`src/rtl/pmod_cls_text_sequencer.sv`:
```
// Command sequencer in front of the PMOD CLS SPI driver. Latches two 16-character
// lines and walks the driver through clear / line1 / line2 using its ready handshake.
//
// state        | meaning
// ST_IDLE      | waiting for a pending request while the driver is ready
// ST_CLR_CMD   | clear strobe high until the driver is seen ready
// ST_CLR_BUSY  | clear accepted, waiting for ready to drop
// ST_CLR_DONE  | waiting for ready to return after clear
// ST_L1_CMD    | line-1 strobe high until the driver is seen ready
// ST_L1_BUSY   | line-1 accepted, waiting for ready to drop
// ST_L1_DONE   | waiting for ready to return after line-1
// ST_L2_CMD    | line-2 strobe high until the driver is seen ready
// ST_L2_BUSY   | line-2 accepted, waiting for ready to drop
// ST_L2_DONE   | waiting for ready to return after line-2
module pmod_cls_text_sequencer #(
    parameter int parm_fast_simulation = 0,
    parameter int FCLK_ce              = 2500000,
    parameter int parm_refresh_ms      = 200,
    parameter int parm_clear_on_update = 0,
    parameter int parm_watchdog_bits   = 16
) (
    input  logic         i_ext_spi_clk_x,
    input  logic         i_srst,
    input  logic         i_spi_ce_4x,
    input  logic         i_update_req,
    input  logic [127:0] i_dat_ascii_line1,
    input  logic [127:0] i_dat_ascii_line2,
    input  logic         i_command_ready,
    output logic         o_cmd_wr_clear_display,
    output logic         o_cmd_wr_text_line1,
    output logic         o_cmd_wr_text_line2,
    output logic [127:0] o_dat_ascii_line1,
    output logic [127:0] o_dat_ascii_line2,
    output logic         o_seq_busy,
    output logic         o_timeout
);
    localparam int c_period = (parm_fast_simulation != 0) ? (FCLK_ce / 1000)
                                                          : (FCLK_ce / 1000 * parm_refresh_ms);
    localparam int c_tmr_bits = (c_period > 1) ? $clog2(c_period) : 1;
    localparam logic [c_tmr_bits-1:0] c_tmr_last = c_tmr_bits'(c_period - 1);
    localparam logic [parm_watchdog_bits-1:0] c_wd_trip = ~(parm_watchdog_bits'(1));
    localparam logic [127:0] c_spaces = {16{8'h20}};

    typedef enum logic [3:0] {
        ST_IDLE,
        ST_CLR_CMD, ST_CLR_BUSY, ST_CLR_DONE,
        ST_L1_CMD,  ST_L1_BUSY,  ST_L1_DONE,
        ST_L2_CMD,  ST_L2_BUSY,  ST_L2_DONE
    } state_t;

    state_t                        state_q, state_d;
    logic                          first_q, first_d;
    logic                          pending_q, pending_d;
    logic [c_tmr_bits-1:0]         tmr_q, tmr_d;
    logic [parm_watchdog_bits-1:0] wdog_q, wdog_d;
    logic                          timeout_q, timeout_d;
    logic [127:0]                  line1_q, line1_d;
    logic [127:0]                  line2_q, line2_d;

    logic wait_st;
    logic wd_trip;
    logic leave_idle;
    logic tmr_wrap;
    logic text_changed;

    always_ff @(posedge i_ext_spi_clk_x) begin
        if (i_srst) begin
            state_q   <= ST_IDLE;
            first_q   <= 1'b1;
            pending_q <= 1'b0;
            tmr_q     <= '0;
            wdog_q    <= '0;
            timeout_q <= 1'b0;
            line1_q   <= c_spaces;
            line2_q   <= c_spaces;
        end else begin
            state_q   <= state_d;
            first_q   <= first_d;
            pending_q <= pending_d;
            tmr_q     <= tmr_d;
            wdog_q    <= wdog_d;
            timeout_q <= timeout_d;
            line1_q   <= line1_d;
            line2_q   <= line2_d;
        end
    end

    assign wait_st = (state_q == ST_CLR_BUSY) || (state_q == ST_CLR_DONE) ||
                     (state_q == ST_L1_BUSY)  || (state_q == ST_L1_DONE)  ||
                     (state_q == ST_L2_BUSY)  || (state_q == ST_L2_DONE);

    always_comb begin
        state_d = state_q;
        wd_trip = 1'b0;
        if (i_spi_ce_4x) begin
            case (state_q)
                ST_IDLE:     if (pending_q && i_command_ready)
                                 state_d = (first_q || (parm_clear_on_update != 0)) ? ST_CLR_CMD : ST_L1_CMD;
                ST_CLR_CMD:  if (i_command_ready)  state_d = ST_CLR_BUSY;
                ST_CLR_BUSY: if (!i_command_ready) state_d = ST_CLR_DONE;
                ST_CLR_DONE: if (i_command_ready)  state_d = ST_L1_CMD;
                ST_L1_CMD:   if (i_command_ready)  state_d = ST_L1_BUSY;
                ST_L1_BUSY:  if (!i_command_ready) state_d = ST_L1_DONE;
                ST_L1_DONE:  if (i_command_ready)  state_d = ST_L2_CMD;
                ST_L2_CMD:   if (i_command_ready)  state_d = ST_L2_BUSY;
                ST_L2_BUSY:  if (!i_command_ready) state_d = ST_L2_DONE;
                ST_L2_DONE:  if (i_command_ready)  state_d = ST_IDLE;
                default:     state_d = ST_IDLE;
            endcase
            // trip on the ce cycle that would bring the counter to all-ones
            if (wait_st && (state_d == state_q) && (wdog_q == c_wd_trip)) begin
                wd_trip = 1'b1;
                state_d = ST_IDLE;
            end
        end
    end

    always_comb begin
        leave_idle   = i_spi_ce_4x && (state_q == ST_IDLE) && (state_d != ST_IDLE);
        tmr_wrap     = i_spi_ce_4x && (tmr_q == c_tmr_last);
        text_changed = (i_dat_ascii_line1 != line1_q) || (i_dat_ascii_line2 != line2_q);

        tmr_d = tmr_q;
        if (i_spi_ce_4x)
            tmr_d = tmr_wrap ? '0 : tmr_q + 1'b1;

        pending_d = (pending_q && !leave_idle) || i_update_req || (tmr_wrap && text_changed);

        line1_d = leave_idle ? i_dat_ascii_line1 : line1_q;
        line2_d = leave_idle ? i_dat_ascii_line2 : line2_q;

        // a watchdog abort keeps first_q set so the retry starts with a clear
        first_d = first_q;
        if (i_spi_ce_4x && (state_q == ST_CLR_DONE) && (state_d == ST_L1_CMD))
            first_d = 1'b0;

        wdog_d = wdog_q;
        if (state_d != state_q)
            wdog_d = '0;
        else if (i_spi_ce_4x && wait_st)
            wdog_d = wdog_q + 1'b1;

        timeout_d = timeout_q || wd_trip;
    end

    always_comb begin
        o_cmd_wr_clear_display = (state_q == ST_CLR_CMD);
        o_cmd_wr_text_line1    = (state_q == ST_L1_CMD);
        o_cmd_wr_text_line2    = (state_q == ST_L2_CMD);
        o_seq_busy             = (state_q != ST_IDLE);
        o_timeout              = timeout_q;
        o_dat_ascii_line1      = line1_q;
        o_dat_ascii_line2      = line2_q;
    end
endmodule

```
`config.mk`:
```
export PLATFORM = sky130hd
export DESIGN_NAME = pmod_cls_text_sequencer
export DESIGN_NICKNAME = d
export VERILOG_FILES = /design/src/rtl/pmod_cls_text_sequencer.sv
export SDC_FILE = /design/constraint.sdc
export NUM_CORES = 1
export LEC_CHECK = 0
export ABC_AREA = 1
export CELL_PAD_IN_SITES_DETAIL_PLACEMENT = 1
export CELL_PAD_IN_SITES_GLOBAL_PLACEMENT = 2
export CORE_ASPECT_RATIO = 0.6
export CORE_MARGIN = 2
export CORE_UTILIZATION = 25
export CTS_BUF_LIST = sky130_fd_sc_hd__clkbuf_16
export CTS_CLUSTER_DIAMETER = 40
export DETAILED_ROUTE_END_ITERATION = 8
export PLACE_DENSITY = 0.85
export SLEW_MARGIN = 30
export SYNTH_ARGS = -nofsm -noshare
export SYNTH_HDL_FRONTEND = slang
export SYNTH_SLANG_ARGS = --single-unit
```
`constraint.sdc`:
```
create_clock -name i_ext_spi_clk_x -period 2.8 [get_ports i_ext_spi_clk_x]
set_input_delay 0.42 -clock i_ext_spi_clk_x [delete_from_list [all_inputs] [get_ports i_ext_spi_clk_x]]
set_output_delay 0.42 -clock i_ext_spi_clk_x [all_outputs]
set_load 0.005 [all_outputs]
```
# Yosys cells after proc, flatten, opt, wreduce, memory -nomap -nowiden
# Index checks and enable logic that the tools add are counted.
dict set report op_classes {
  n_addsub 2
  div 0
  reduce_logical 25
  bitwise 0
  n_shift 0
  eq_ne 16
  multipliers 0
  order_cmp 0
  muxes 18
}
# operator n
set ops {}
lappend ops {{$ne A128 B128 Y1} 2}
lappend ops {{$mux W4} 13}
lappend ops {{$pmux W4 S10} 1}
lappend ops {{$eq A4 B3 Y1 const B} 5}
lappend ops {{$add A19 B1 Y19 const B} 1}
lappend ops {{$eq A19 B19 Y1 const B} 1}
lappend ops {{$mux W19} 1}
lappend ops {{$add A16 B1 Y16 const B} 1}
lappend ops {{$eq A16 B16 Y1 const B} 1}
lappend ops {{$logic_and A1 B1 Y1} 11}
lappend ops {{$logic_or A1 B1 Y1} 9}
lappend ops {{$eq A4 B2 Y1 const B} 2}
lappend ops {{$eq A4 B4 Y1 const B} 2}
lappend ops {{$reduce_bool A4 Y1} 2}
lappend ops {{$eq A4 B1 Y1 const B} 1}
lappend ops {{$eq A4 B4 Y1} 1}
lappend ops {{$logic_not A4 Y1} 1}
lappend ops {{$ne A4 B4 Y1} 1}
lappend ops {{$mux W3} 1}
lappend ops {{$mux W1} 2}
lappend ops {{$reduce_or A2 Y1} 1}
lappend ops {{$logic_not A1 Y1} 1}
dict set report totals {
  ramBits 0
  ff_bits 298
  elab_cells 69
  inputBits 261
  latch_bits 0
  rom_bits 0
  memories 0
  output_inout_bits 261
}

# Longest topological paths before layout
# Gate-level depths: netlist of run 1.
dict set report logic_depth {
  ltp_word 16
  depth_mapped 19
  depth_no_buf 16
}

# Least setup slack after synthesis of run 1
# No wires, ideal clock.
dict set report synth_timing {
  path_kind {input to register}
  start {input port i_command_ready}
  end {register line1_q[109], in the netlist o_dat_ascii_line1[109]}
  arrival_time_ps 1992
  cell_stages 16
  n_path_buf 3
  setup_ps 134
  path_slack_ps 674
  required_ps 2666
  cell_sequence {buf_2 inv_1 nand4_1 nand3_1 nor2_2 nand2_2 nand3_4 nand2_1 nand2_1 nor2_1 nand2_2 nand2_4 buf_4 buf_4 nand2_1 nand3_1}
}
dict set report synth_between {
  elab_chain_cells 11
  elab_cells_between_ends 20
  classes_between {eq/ne (1); mux (14); reduce/logical (5)}
}
# element line_no
set synth_rtl {}
lappend synth_rtl {{start: declaration} 28} ;# input logic i_command_ready,
lappend synth_rtl {{$logic_and A1 B1 Y1} 97} ;# ST_IDLE: if (pending_q && i_command_ready)
lappend synth_rtl {{$mux W4} 97}
lappend synth_rtl {{$pmux W4 S10 (*)} 96} ;# case (state_q)
lappend synth_rtl {{$mux W4 (*)} 95} ;# if (i_spi_ce_4x) begin
lappend synth_rtl {{$eq A4 B4 Y1} 111} ;# if (wait_st && (state_d == state_q) && (wdog_q == c_wd_trip)) begin
lappend synth_rtl {{$logic_and A1 B1 Y1 (2 in series)} 111}
lappend synth_rtl {{$mux W4 (*)} 111}
lappend synth_rtl {{$mux W4 (*)} 95}
lappend synth_rtl {{$reduce_bool A4 Y1 (*)} 119} ;# leave_idle = i_spi_ce_4x && (state_q == ST_IDLE) && (state_d != ST_IDLE);
lappend synth_rtl {{$logic_and A1 B1 Y1 (*)} 119}
lappend synth_rtl {{end signal: assignment} 74} ;# line1_q <= c_spaces;
lappend synth_rtl {{end signal: assignment} 83} ;# line1_q <= line1_d;
lappend synth_rtl {{end: declaration} 57} ;# logic [127:0] line1_q, line1_d;
# Mark *: on every way between the ends. The rest lies on a longest branch, timed or not. The select of a mux whose other input is x is not followed.
# A chain may end at the register's enable or synchronous reset.

# Worst setup path in the final report of run 1
dict set report layout_timing {
  start {register wdog_q[1]}
  end {register line1_q[46], in the netlist o_dat_ascii_line1[46]}
}
dict set report layout_between {
  elab_chain_cells 6
}
# element line_no
set layout_rtl {}
lappend layout_rtl {{start: declaration} 55} ;# logic [parm_watchdog_bits-1:0] wdog_q, wdog_d;
lappend layout_rtl {{start signal: assignment} 81} ;# wdog_q <= wdog_d;
lappend layout_rtl {{$eq A16 B16 Y1} 111}
lappend layout_rtl {{$logic_and A1 B1 Y1} 111}
lappend layout_rtl {{$mux W4} 111}
lappend layout_rtl {{$mux W4} 95}
lappend layout_rtl {{$reduce_bool A4 Y1} 119}
lappend layout_rtl {{$logic_and A1 B1 Y1} 119}
# No other way between the ends.

==> results of run 1 <==
==> worst max-delay path by stage <==
stage	endpoint	slack, ns	from
finish	o_dat_ascii_line1[46]$_SDFFE_PP0P_	0.18	wdog_q[1]$_SDFFE_PP0P_
global route	o_dat_ascii_line1[54]$_SDFFE_PP0P_	-0.009	wdog_q[1]$_SDFFE_PP0P_
CTS	o_dat_ascii_line1[64]$_SDFFE_PP0P_	0.04	state_q[2]$_SDFF_PP0_
detailed placement	o_dat_ascii_line1[52]$_SDFFE_PP0P_	-0.37	i_command_ready
global placement	o_dat_ascii_line2[123]$_SDFFE_PP0P_	-0.21	i_command_ready
floorplan	o_dat_ascii_line1[109]$_SDFFE_PP1P_	0.67	i_command_ready
==> repair_timing <==
| action | CTS | global route |
|---|---|---|
| gates cloned | 0 | 7 |
| gates resized for setup | 1 | 25 |
| pin swaps | 0 | 2 |
| buffers inserted | 3 | 2 |
| endpoints found under the setup margin | 205 | 256 |
| hold buffers | 0 | 0 |
==> power breakdown <==
part	leakage, nW	switching [mW]	internal [mW]	total [mW]
Combinational	5.05	0.928	1.02	1.95
Sequential	2.41	0.141	4.38	4.52
Clock	0.728	2.15	3.47	5.62
Total	8.19	3.22	8.87	12.1
==> per-layer routing <==
layer  routed length (um)  track usage [%]  vias up
met1                29320            25.71     7832
li1                     -                -     7765
met2                28980            31.45      422
met4                 1641            5.286        6
met5                   40                0        -
met3                 4304            5.630      108
==> synthesized netlist by cell type, types with 2 or more instances <==
cell        n  area share [%]
nand2_1   398              10
nand3_1   315              11
dfxtp_1   298              40
a21oi_1   243             8.1
nor2_1    167             4.2
xnor2_1   158             9.2
inv_1     107             2.7
xor2_1     69             4.0
clkbuf_1   58             1.5
nand4_1    42             1.8
nor3_1     42             1.4
buf_2      28            0.93
buf_6      20             1.5
or2_2      15            0.63
nand2_2    13            0.54
a21oi_2    10            0.58
buf_4      10            0.50
o21ai_0     9            0.30
nor2_2      6            0.25
inv_2       5            0.13
nor3b_1     4            0.20
nor4_1      4            0.17
buf_1       3           0.075
ha_1        3            0.25
o211ai_1    2            0.10
o21a_1      2            0.10
==> metrics by stage <==
step	instance area [um2]	setup TNS, ns
global route	23170	-0.01191
floorplan	15000	0
global placement	21370	-40.45
finish	23170	0
CTS	22880	0
detailed placement	21370	-78.86
==> state kept, by name (all words and copies together), names as in the netlist <==
| signal | cells |
|---|---|
| wdog_q | 16 |
| state_q | 4 |
| o_dat_ascii_line2 | 128 |
| pending_q | 1 |
| o_timeout | 1 |
| tmr_q | 19 |
| first_q | 1 |
| o_dat_ascii_line1 | 128 |
==> layout make-up <==
type                            count  area (um2)  area share [%]
Clock buffer                       45        1126           4.860
Tap cell                          781       977.2           4.217
Timing Repair Buffer              605        6387           27.56
Multi-Input combinational cell   1509        7969           34.39
Clock inverter                     31       320.3           1.382
Sequential cell                   298        5972           25.77
Inverter                          112       420.4           1.814
==> layout by cell type, fill, tap and decap left out, types with 2 or more instances in the layout <==
| cell type | netlist | routed |
|---|---|---|
| clkdlybuf4s50_1 | 0 | 520 |
| nand2_1 | 398 | 396 |
| nand3_1 | 315 | 315 |
| dfxtp_1 | 298 | 293 |
| a21oi_1 | 243 | 241 |
| nor2_1 | 167 | 164 |
| xnor2_1 | 158 | 158 |
| inv_1 | 107 | 114 |
| xor2_1 | 69 | 69 |
| clkbuf_16 | 0 | 52 |
| buf_4 | 10 | 45 |
| nor3_1 | 42 | 42 |
| nand4_1 | 42 | 42 |
| buf_12 | 1 | 24 |
| or2_2 | 15 | 15 |
| nand2_2 | 13 | 14 |
| a21oi_2 | 10 | 12 |
| o21ai_0 | 9 | 9 |
| clkinv_1 | 0 | 6 |
| bufinv_16 | 0 | 6 |
| inv_2 | 5 | 5 |
| nor2_2 | 6 | 5 |
| buf_16 | 0 | 5 |
| dfxtp_2 | 0 | 5 |
| nor2_4 | 0 | 4 |
| nor4_1 | 4 | 4 |
| nor3b_1 | 4 | 4 |
| clkinv_2 | 0 | 4 |
| ha_1 | 3 | 3 |
| clkinvlp_4 | 0 | 3 |
| inv_6 | 0 | 3 |
| o211ai_1 | 2 | 2 |
| nand2_8 | 0 | 2 |
| o21a_1 | 2 | 2 |
| inv_8 | 0 | 2 |
| buf_6 | 20 | 2 |
==> worst max-delay path: stages, from the launching register on <==
cell	delay, ns
dfxtp_1	0.39
ha_1	0.17
nand2_1	0.05
nor2_1	0.12
nand2_1	0.08
nor2_2	0.13
nand3_1	0.10
nor2_2	0.19
nand3_4	0.12
nand2_2	0.10
nand2_1	0.06
nor2_1	0.12
buf_4	0.15
nand2_8	0.07
nand2_8	0.09
buf_12	0.17
clkbuf_16	0.21
nand2_1	0.06
a21oi_1	0.12
==> kinds of logic (layout without fill, tap and decap cells) <==
group | Yosys count | after routing | synth area share, %
AO/OA/AOI/OAI | 270 | 270 | 9.378
XOR/XNOR | 227 | 227 | 13.26
AND/OR/NAND/NOR | 1009 | 1009 | 29.83
flip-flops | 298 | 298 | 39.78
buffers and inverters | 233 | 793 | 7.500
adder cells (fa/ha/maj) | 3 | 3 | 0.2503
==> metrics.cfg, run 1 <==
[pwr]
power.density_nw_per_um2 = 521.6
power.leakage_nw = 8.190
peakVddDrop_mv = 0.3534
p_total_mw = 12.09

[grt]
grtUsageTotal_pct = 19.62
overflow = 0
grt_pass1_wl_mm = 97.60
antenna_found_initial = 3
grt_max_degree = 102
first_global_vias = 16750

[place]
hpwl_mm = 46.95
post-place-ws_ns = -0.3747
place.gp.congestion = 0.8484
numPortBuffers = 521
placedCellCount = 3293

[clock_tree]
clock_latency_ns = 0.55
path_clk_slew_ns = 0.06
root_buffer = clkbuf_16
cts.sink_count = 298
cts_tree = built
htree_levels = 2
cts_buffer_depth = 3
cts_buffers = 44

[yosys]
syn-num-nets = 2304
seq_area_frac_synth_pct = 39.78
ys_warn_count = 0
synth_area_um2 = 15000
synth_edf_count = 0
syn_inst = 2040
syn-mean-instance-area_um2 = 7.351
synthFlopType = dfxtp_1
async_reset_ff_share_pct = 0
ys_ff_latch = 298
synthDistinctLibCells = 35

[sta]
setup_viol = 0
max_freq_mhz = 382.2
worstMarginPinSlew_ns = 0.6346
max-slew-margin-rel_pct = 57.69
final.setup_skew_ns = 0.01913
period_needed_ns = 2.617
hold_viol_final = 0
setup_ws_ns = 0.1833
hold_ws_ns = 0.3988
finalCritPeriodShare_pct = 93.45
finalMaxSlewViolations = 0

[detailed_routing]
drt-initial-drc-count = 760
finalWirelength_mm = 64.29
drc = 0
wire_per_inst_um = 19.01
avgViaCountPerCell = 4.772
firstDrtPassIters = 5
via_count = 16130
ant_nets = 0

[cells_and_area]
fillers = 7039
final_util_pct = 39.13
finalNonFillerCells = 3381
antenna_cells = 0
area_growth_pct = 54.51
nNetsFinal = 2834
drive_gt1_share_pct = 8.154

[die]
die_x_um = 320.2
dieArea_um2 = 62030
coreArea_um2 = 59220
start_util_pct = 25.32
die_y_um = 193.7
io_pins = 522
rows = 69

[outcome]
status = finished, final reports clean

[critical_path]
critPathCaptureType = flop
r2r_slack_ns = 0.18
reg2reg_depth = 18
cp_max_fo = 17
r2r-start = wdog_q[1]$_SDFFE_PP0P_
critical_path.reg2reg.endpoint = o_dat_ascii_line1[46]$_SDFFE_PP0P_
worst_ep_arrival_time_ns = 3.08
cp-start-kind = flop
path_class = flop to flop
worstPathRequired_ns = 3.26

[run]
drv_cap = 0

[hold_path]
hold_class = input port to flop
min_to = o_dat_ascii_line2[6]$_SDFFE_PP0P_
hold_path_depth = 2
min_from = i_srst

No activity file was read; power rests on OpenSTA's default activity.
==> run 2, diff against run 1 <==
SKIP_LAST_GASP = 1   (was not set)
==> run 2 against run 1 <==
Effect of this change: non-clock buffer count is the same; via count is the same; sequential power is essentially flat; global-route usage is the same; combinational power is essentially flat; largest power group unchanged.
==> metrics.cfg, run 2 (synthesis results as in run 1) <==
[sta]
period_needed_ns = 2.617  ; unchanged
finalMaxSlewViolations = 0  ; unchanged
max_freq_mhz = 382.2  ; unchanged
setup_viol = 0  ; unchanged
setup_ws_ns = 0.1833  ; unchanged
max-slew-margin-rel_pct = 57.69  ; unchanged
fin_setup_tns_ns = 0  ; unchanged
rsz0062_at_grt = true
finalCritPeriodShare_pct = 93.45  ; unchanged
hold_viol_final = 0  ; unchanged
final.setup_skew_ns = 0.01913  ; unchanged
worstMarginPinSlew_ns = 0.6346  ; unchanged

[critical_path]
worstPathRequired_ns = 3.26  ; about the same
cp_common_cell = nand2_1
path_cells = ha_1 > nand2_1 > nor2_1 > nand2_1 > nor2_2 > nand3_1 > nor2_2 > nand3_4 > nand2_2 > nand2_1 > nor2_1 > buf_4 > nand2_8 > nand2_8 > buf_12 > clkbuf_16 > nand2_1 > a21oi_1
critical_path_buf_inv_count = 3  ; unchanged
slowest_delay_ns = 0.39  ; about the same
critPathCaptureType = flop
cpLargestDelayFamily = simple AND/OR/NAND/NOR gates
path_class = flop to flop
cp-start-kind = flop
cp_max_fo = 17  ; unchanged
crit_slowest_cell = dfxtp_1
worst_ep_arrival_time_ns = 3.08  ; about the same

[clock_tree]
cts_tree = built
clock_latency_ns = 0.55  ; about the same
cts_hold_buf = 0  ; unchanged
root_buffer = clkbuf_16
htree_levels = 2  ; unchanged
path_clk_slew_ns = 0.06  ; about the same
cts_buffers = 44  ; unchanged
cts.sink_count = 298  ; unchanged
cts_buffer_depth = 3  ; unchanged

[cells_and_area]
layout_commonest_cell = clkdlybuf4s50_1
area_growth_pct = 54.51  ; about the same
drive_gt1_share_pct = 8.115  ; -0.038 points
antenna_cells = 0  ; unchanged
mostFrequentLayoutCells = clkdlybuf4s50_1 (520), nand2_1 (396), nand3_1 (315), dfxtp_1 (294), a21oi_1 (241)
nNetsFinal = 2834  ; unchanged
final_util_pct = 39.12  ; about the same

[die]
die_y_um = 193.7  ; unchanged
io_pins = 522  ; unchanged
dieArea_um2 = 62030  ; unchanged
die_x_um = 320.2  ; unchanged
rows = 69  ; unchanged
start_util_pct = 25.32  ; unchanged
coreArea_um2 = 59220  ; unchanged

[detailed_routing]
ant_nets = 0  ; unchanged
via_count = 16130  ; unchanged
drc = 0  ; unchanged
wire_per_inst_um = 19.01  ; unchanged
firstDrtPassIters = 5  ; unchanged
drt-initial-drc-count = 760  ; unchanged
finalWirelength_mm = 64.29  ; unchanged
avgViaCountPerCell = 4.772  ; unchanged

[place]
hpwl_mm = 46.95  ; unchanged
place.gp.congestion = 0.8484  ; unchanged
post-place-ws_ns = -0.3747  ; unchanged
numPortBuffers = 521  ; unchanged

[grt]
first_global_vias = 16750  ; unchanged
grtUsageTotal_pct = 19.62  ; unchanged
antenna_found_initial = 3  ; unchanged
grt_pass1_wl_mm = 97.60  ; unchanged
grt_max_degree = 102  ; unchanged
overflow = 0  ; unchanged

[pwr]
power.density_nw_per_um2 = 521.6  ; about the same
peakVddDrop_mv = 0.3534  ; about the same
power.leakage_nw = 8.190  ; about the same

[outcome]
status = finished, final reports clean

[hold_path]
hold_class = input port to flop

[run]
drv_cap = 0  ; unchanged

run 2: final timing paths:
kind | from | endpoint | slack, ns | cells after the start
worst max-delay path | wdog_q[1]$_SDFFE_PP0P_ | o_dat_ascii_line1[46]$_SDFFE_PP0P_ | 0.18 | 18
worst max register to register | wdog_q[1]$_SDFFE_PP0P_ | o_dat_ascii_line1[46]$_SDFFE_PP0P_ | 0.18 | 18
worst min register to register | pending_q$_SDFF_PP0_ | pending_q$_SDFF_PP0_ | 0.48 | 2
worst min-delay path | i_srst | o_dat_ascii_line2[6]$_SDFFE_PP0P_ | 0.40 | 2
run 2: report_power, final:
part,switching (mW),internal (mW),total (mW)
clock,2.15,3.47,5.62
combinational,0.928,1.02,1.95
sequential,0.141,4.38,4.52
total,3.22,8.87,12.1
run 2: repair_timing:
action | 4_1_cts | 5_1_grt
setup endpoints to repair | 205 | 256
setup buffers | 3 | 2
cloned | 0 | 7
pin swaps | 0 | 2
gates resized for setup | 1 | 24
run 2: stage by stage:
stage               cell area, um2  total power [mW]  instances  hold WS [ns]
global route                 23170             12.63       3381        0.3832
detailed placement           21370             6.501       3293        0.4669
floorplan                    15000             5.374       2040        0.4221
CTS                          22880             12.22       3372        0.3601
global placement             21370             6.453       3293        0.4373
finish                       23170             12.09       3381        0.3988
run 2: worst reg2reg max path, stage by stage (launching register included):
cell and delay (ns):
dfxtp_1 0.39, ha_1 0.17, nand2_1 0.05, nor2_1 0.12, nand2_1 0.08, nor2_2 0.13
nand3_1 0.10, nor2_2 0.19, nand3_4 0.12, nand2_2 0.10, nand2_1 0.06, nor2_1 0.12
buf_4 0.15, nand2_8 0.07, nand2_8 0.09, buf_12 0.17, clkbuf_16 0.24, nand2_1 0.06
a21oi_1 0.12
run 2: layout make-up:
class | instances | area, um2
flip-flops and latches | 298 | 5971
repair buffers | 605 | 6387
fillers | 7038 | 36050
well taps | 781 | 977.2
multi-input cells | 1509 | 7969
inverters | 112 | 420.4
clock inverters | 31 | 320.3
clock buffers | 45 | 1126
run 2: per-layer routing:
layer | part of all wire [%] | routed length (um) | track usage, % | vias to the layer above
li1 | - | - | - | 7765
met1 | 46 | 29320 | 25.71 | 7832
met2 | 45 | 28980 | 31.45 | 422
met3 | 6.7 | 4304 | 5.630 | 108
met4 | 2.6 | 1641 | 5.286 | 6
met5 | 0.062 | 40 | 0 | -
